File: config.mk
export PLATFORM = sky130hd
export DESIGN_NAME = crc_frame_ctrl
export DESIGN_NICKNAME = d
export VERILOG_FILES = /design/src/rtl/crc_frame_ctrl.sv
export SDC_FILE = /design/constraint.sdc
export NUM_CORES = 1
export LEC_CHECK = 0
export CORE_MARGIN = 4
export CORE_UTILIZATION = 38
export DETAILED_ROUTE_END_ITERATION = 8
export GPL_TIMING_DRIVEN = 1
export PLACE_DENSITY = 0.92
export SYNTH_ARGS = -nofsm -noshare
export SYNTH_HDL_FRONTEND = slang
export SYNTH_SLANG_ARGS = --single-unit
File: constraint.sdc
create_clock -name clk -period 2.68 [get_ports clk]
set_input_delay 0.67 -clock clk [delete_from_list [all_inputs] [get_ports clk]]
set_output_delay 0.67 -clock clk [all_outputs]
set_load 0.05 [all_outputs]
File: src/rtl/crc_frame_ctrl.sv
// crc_frame_ctrl: frame sequencer for a byte-wide CRC-16 engine (generate mode appends {hi,lo}).
// Optional CRC_CHECK_EN adds a check mode that strips and verifies the trailing CRC bytes.
module crc_frame_ctrl (
    input  logic        clk,
    input  logic        rst_n,
    input  logic        s_valid,
    output logic        s_ready,
    input  logic [7:0]  s_data,
    input  logic        s_last,
    output logic        m_valid,
    input  logic        m_ready,
    output logic [7:0]  m_data,
    output logic        m_last,
    input  logic        mode_chk,
    output logic [7:0]  crc_data_o,
    output logic        crc_en_o,
    output logic        crc_clr_o,
    input  logic [15:0] crc_val_i,
    output logic        chk_valid,
    output logic        chk_ok
);
    typedef enum logic [2:0] {IDLE, DATA, CRC_HI, CRC_LO, CHK} state_t;
    state_t     state_q;
    logic       m_valid_q, m_last_q, clr_q, load, acc;
    logic [7:0] m_data_q;
    assign load      = !m_valid_q || m_ready;
    assign s_ready   = (state_q == IDLE || state_q == DATA) && load;
    assign acc       = s_valid && s_ready;
    assign m_valid   = m_valid_q;
    assign m_data    = m_data_q;
    assign m_last    = m_last_q;
    // clr_q covers the first cycle after reset release; the others close a frame
    assign crc_clr_o = clr_q || (state_q == CRC_LO && load) || state_q == CHK;
`ifdef CRC_CHECK_EN
    logic       mode_q, pay_q, chk_valid_q, chk_ok_q, chk_m;
    logic [1:0] cnt_q;
    logic [7:0] d0_q, d1_q;
    assign chk_m      = (state_q == IDLE) ? mode_chk : mode_q;
    assign crc_en_o   = acc && (!chk_m || cnt_q == 2'd2);
    assign crc_data_o = chk_m ? d0_q : s_data;
    assign chk_valid  = chk_valid_q;
    assign chk_ok     = chk_ok_q;
`else
    logic unused_mode;
    assign unused_mode = mode_chk;
    assign crc_en_o    = acc;
    assign crc_data_o  = s_data;
    assign chk_valid   = 1'b0;
    assign chk_ok      = 1'b0;
`endif
    always_ff @(posedge clk or negedge rst_n) begin
        if (!rst_n) begin
            state_q   <= IDLE;
            m_valid_q <= 1'b0;
            m_data_q  <= 8'h00;
            m_last_q  <= 1'b0;
            clr_q     <= 1'b1;
`ifdef CRC_CHECK_EN
            mode_q      <= 1'b0;
            pay_q       <= 1'b0;
            chk_valid_q <= 1'b0;
            chk_ok_q    <= 1'b0;
            cnt_q       <= 2'd0;
            d0_q        <= 8'h00;
            d1_q        <= 8'h00;
`endif
        end else begin
            clr_q <= 1'b0;
            if (load) m_valid_q <= 1'b0;
`ifdef CRC_CHECK_EN
            chk_valid_q <= 1'b0;
`endif
            case (state_q)
                IDLE, DATA: if (acc) begin
`ifdef CRC_CHECK_EN
                    mode_q <= chk_m;
                    if (chk_m) begin
                        // only bytes leaving the 2-byte delay line are payload
                        if (cnt_q == 2'd2) begin
                            m_valid_q <= 1'b1;
                            m_data_q  <= d0_q;
                            m_last_q  <= s_last;
                            d0_q      <= d1_q;
                            pay_q     <= 1'b1;
                        end else begin
                            if (cnt_q == 2'd0) d0_q <= s_data;
                            cnt_q <= cnt_q + 2'd1;
                        end
                        d1_q    <= s_data;
                        state_q <= s_last ? CHK : DATA;
                    end else
`endif
                    begin
                        m_valid_q <= 1'b1;
                        m_data_q  <= s_data;
                        m_last_q  <= 1'b0;
                        state_q   <= s_last ? CRC_HI : DATA;
                    end
                end
                CRC_HI: if (load) begin
                    m_valid_q <= 1'b1;
                    m_data_q  <= crc_val_i[15:8];
                    m_last_q  <= 1'b0;
                    state_q   <= CRC_LO;
                end
                CRC_LO: if (load) begin
                    m_valid_q <= 1'b1;
                    m_data_q  <= crc_val_i[7:0];
                    m_last_q  <= 1'b1;
                    state_q   <= IDLE;
                end
`ifdef CRC_CHECK_EN
                CHK: begin
                    chk_valid_q <= 1'b1;
                    chk_ok_q    <= pay_q && crc_val_i == {d0_q, d1_q};
                    cnt_q       <= 2'd0;
                    pay_q       <= 1'b0;
                    state_q     <= IDLE;
                end
`endif
                default: state_q <= IDLE;
            endcase
        end
    end
endmodule

* Word level (Yosys, flattened, before mapping)
Index checks and enable logic that the tools add are counted.
Word-level totals: register bits after elaboration 14, bits of input ports 30, output and inout port bits 23, logic and storage cells 43
Operators by class: equal/unequal tests 7, multiplexer cells 17, reduce and logical (&&, ||, !) cells 14
Operators with widths (number):
- $mux 8 | 3
- $pmux 8 s3 | 1
- $mux 3 | 3
- $pmux 3 s3 | 1
- $eq 3x2->1 const B | 2
- $mux 1 | 6
- $ne 2x2->1 const B | 3
- $logic_or 1x1->1 | 4
- $reduce_and 4->1 | 1
- $reduce_or 2->1 | 2
- $eq 3x1->1 const B | 1
- $eq 3x3->1 const B | 1
- $logic_and 1x1->1 | 3
- $logic_not 3->1 | 1
- $pmux 1 s3 | 1
- $reduce_and 3->1 | 1
- $reduce_bool 3->1 | 1
- $mux 2 | 1
- $pmux 1 s2 | 1
- $logic_not 1->1 | 1

* Logic depth before layout (Yosys ltp)
word-level depth 6, gate-level depth with buffers 4, gate-level depth less buffers 3

* Worst setup path after synthesis
No wires, ideal clock.
kind flip-flop to output port, start point reg m_valid_q (netlist: m_valid), end point out crc_en_o, arrival 1967 ps, required time 2010 ps, slack 43 ps, stages on the path, launching flop included 4, cells stage by stage dfrtp_1 -> nor2b_4 -> nor2_1 -> and2_1
On the way: word-level cells in the longest chain between the ends 4
RTL lines:
- from (decl) | RTL line 24 | logic m_valid_q, m_last_q, clr_q, load, acc;
- from (signal assigned) | RTL line 54 | m_valid_q <= 1'b0;
- from (signal assigned) | RTL line 69 | if (load) m_valid_q <= 1'b0;
- from (signal assigned) | RTL line 94 | m_valid_q <= 1'b1;
- $logic_not 1->1 | RTL line 26 | assign load = !m_valid_q || m_ready;
- $logic_or 1x1->1 | RTL line 26
- $logic_and 1x1->1 | RTL line 27 | assign s_ready = (state_q == IDLE || state_q == DATA) && load;
- net s_ready | RTL line 7 | output logic s_ready,
- $logic_and 1x1->1 | RTL line 28 | assign acc = s_valid && s_ready;
- to (decl) | RTL line 16 | output logic crc_en_o,
The timed path passes the listed nets, and every way through them passes these cells.

* Worst setup path after layout
start point in m_ready, end point out crc_en_o
On the way: word-level cells in the longest chain between the ends 3
RTL lines:
- from (decl) | RTL line 11 | input logic m_ready,
- $logic_or 1x1->1 | RTL line 26
- $logic_and 1x1->1 | RTL line 27
- $logic_and 1x1->1 | RTL line 28
Every way passes these cells.

==> flow_summary.ini <==
[die]
rows = 16
die_area_um2 = 2920
ioPinCount = 53
fp.dieH_um = 54.0
start_util = 0.406
core_um2 = 1980
die_w_um = 54.0

[synthesis]
ys_warn_count = 0
synth.distinct_cells = 20
postSynthRegisterBits = 13
syn_area_um2 = 805
avgSynthCellArea_um2 = 10.9
yosysSeqAreaShare = 0.406
syn_inst = 74

[timing]
slew_violations = 0
finalCritPeriodShare = 0.927
hold_ws_ps = 494
final-hold-violation-count = 0
grt_setup_unrepaired = no
fin_tns_setup_ps = 0
clock.fmax_ghz = 0.402
final.setup_skew_ps = 2.73
setup_viol = 0
worst_pin_slew_ps = 652
fin_ws_ps = 195
period_minus_slack_ps = 2490
maxSlewHeadroom = 0.566

[pwr]
switchingPower_uw = 674
irDropWorstVdd_mv = 0.654
p_clk_frac = 0.080
internal-power_uw = 768
combPwrFrac = 0.640
power_per_cell_area_nw_per_um2 = 1060
swShare = 0.468
p_leak_nw = 0.623
report.power.total_mw = 1.44
power_frac_seq = 0.279

[layout]
antenna_cells = 0
drive_gt1_frac = 0.233
final_common_cell = clkdlybuf4s50_1
multiInputGateArea_um2 = 375
fillers = 145
most-common-layout-cells = clkdlybuf4s50_1, dfrtp_1, nor2_1, buf_12
seq_area_um2 = 327
finalInstanceArea_um2 = 1360
area_growth_pct = 69.2
fin_cells = 143
final_nets = 147
final_util = 0.687

[clock_network]
ctsResizeCount = 0
clock-sinks = 13
clk_latency_ps = 270
cts.clk_slew.worst_paths_ps = 70
cts-hold-fix-buffers = 0
htree_levels = 1
cts_root_buf = clkbuf_4
cts.path.max_buffers = 2
tritoncts = done
numCtsBuffers = 3
post_cts_buffers = 0

[setup_path]
crit_family = buffers and inverters
slowest_stage = clkdlybuf4s50_1
worstPathRequired_ps = 2010
endpoint_kind = output port
cpPeakStageDelay_ps = 500
critical_path_class = primary input to output port
path_buf_inv = 2
crit_arrival_ps = 1820
worst_setup_path_start_kind = primary input
critPathMaxFanout = 5
crit_chain = clkdlybuf4s50_1, nor2b_4, nor2_1, and2_1, buf_12

[placement]
placed_cells = 139
placed_area_um2 = 1340
io_buffers = 49
globalplace.congestion = 0.673
dp_hpwl_um = 1610
dp_slack_ps = 184

[drt]
via_per_inst = 4.64
drc = 0
drtPass1Iterations = 4
drt_iter0_markers = 2
vias = 663
post_drt_wl_per_cell_um = 14.2
wl_um = 2030
ant_nets = 0

[global_route]
grt_pass1_vias = 683
grt_max_degree = 22
antenna_found_initial = 0
grt_pass1_wl_um = 3060
grt_use_total = 0.144
gr-total-overflow = 0

[hold_path]
worst_hold_path_type = register to register

[flow_run]
maxCapViolCount = 0

[run_status]
outcome = complete, no violations
-- cell usage after synthesis --
master | number | area (µm²)
dfrtp_1 | 12 | 300
conb_1 | 1 | 3.75
nand2_1 | 1 | 3.75
nor2_1 | 10 | 37.5
and2_1 | 1 | 6.26
or2_2 | 1 | 6.26
a21o_1 | 1 | 7.51
mux2_4 | 9 | 135
a21oi_1 | 9 | 45.0
dfstp_2 | 1 | 26.3
nand3b_1 | 1 | 7.51
or3_1 | 1 | 6.26
o21bai_1 | 1 | 7.51
a21boi_0 | 1 | 7.51
mux2i_1 | 8 | 80.1
buf_6 | 1 | 11.3
nor2b_4 | 1 | 13.8
buf_4 | 12 | 90.1
buf_2 | 1 | 5.00
inv_1 | 1 | 3.75
-- cells by family (layout without fill, tap and decap cells) --
logic type	count (synthesis)	after routing	share of synthesized area
compound gates	12	12	0.0840
flops	13	13	0.406
buf+inv	15	55	0.137
other cells	1	3	0.00466
mux	17	17	0.268
simple gates	16	16	0.101
-- power groups by stage --
stage	sequential [mW]	clock (mW)	combinational, mW
detailed placement	0.408	0	0.928
global placement	0.398	0	0.907
floorplan	0.580	0	0.456
CTS	0.404	0.118	0.933
global route	0.422	0.133	0.963
finish	0.402	0.116	0.924
-- metal layers --
layer  GRT usage  share of wire  vias to the layer above
li1            -              -                      327
met4      0.0373              0                        0
met2       0.262           0.50                       29
met3      0.0388           0.11                        0
met1       0.165           0.40                      307
met5           0              0                        -
-- final timing paths --
kind / slack [ps] / from / cells after the start / to
min in group asynchronous: 760 / rst_n / 1 / m_data[7]
setup / recovery: 190 / m_ready / 5 / crc_en_o
setup reg to reg: 1110 / state_q[1] / 3 / m_data[4]
hold reg to reg: 490 / m_last / 1 / m_last
max in group asynchronous: 1550 / rst_n / 1 / clr_q
hold / removal: 490 / m_last / 1 / m_last
-- registers in the layout, indices dropped and copies added (netlist names) --
name,flops
clr_q,1
m_data,8
m_last,1
m_valid,1
state_q,2
-- final cells by class --
| type | count | share of cell area |
|---|---|---|
| Clock buffer | 4 | 0.0193 |
| Sequential cell | 13 | 0.240 |
| Inverter | 1 | 0.00276 |
| Timing Repair Buffer | 50 | 0.437 |
| Tap cell | 27 | 0.0248 |
| Multi-Input combinational cell | 48 | 0.276 |
No activity file was read; power rests on OpenSTA's default activity.
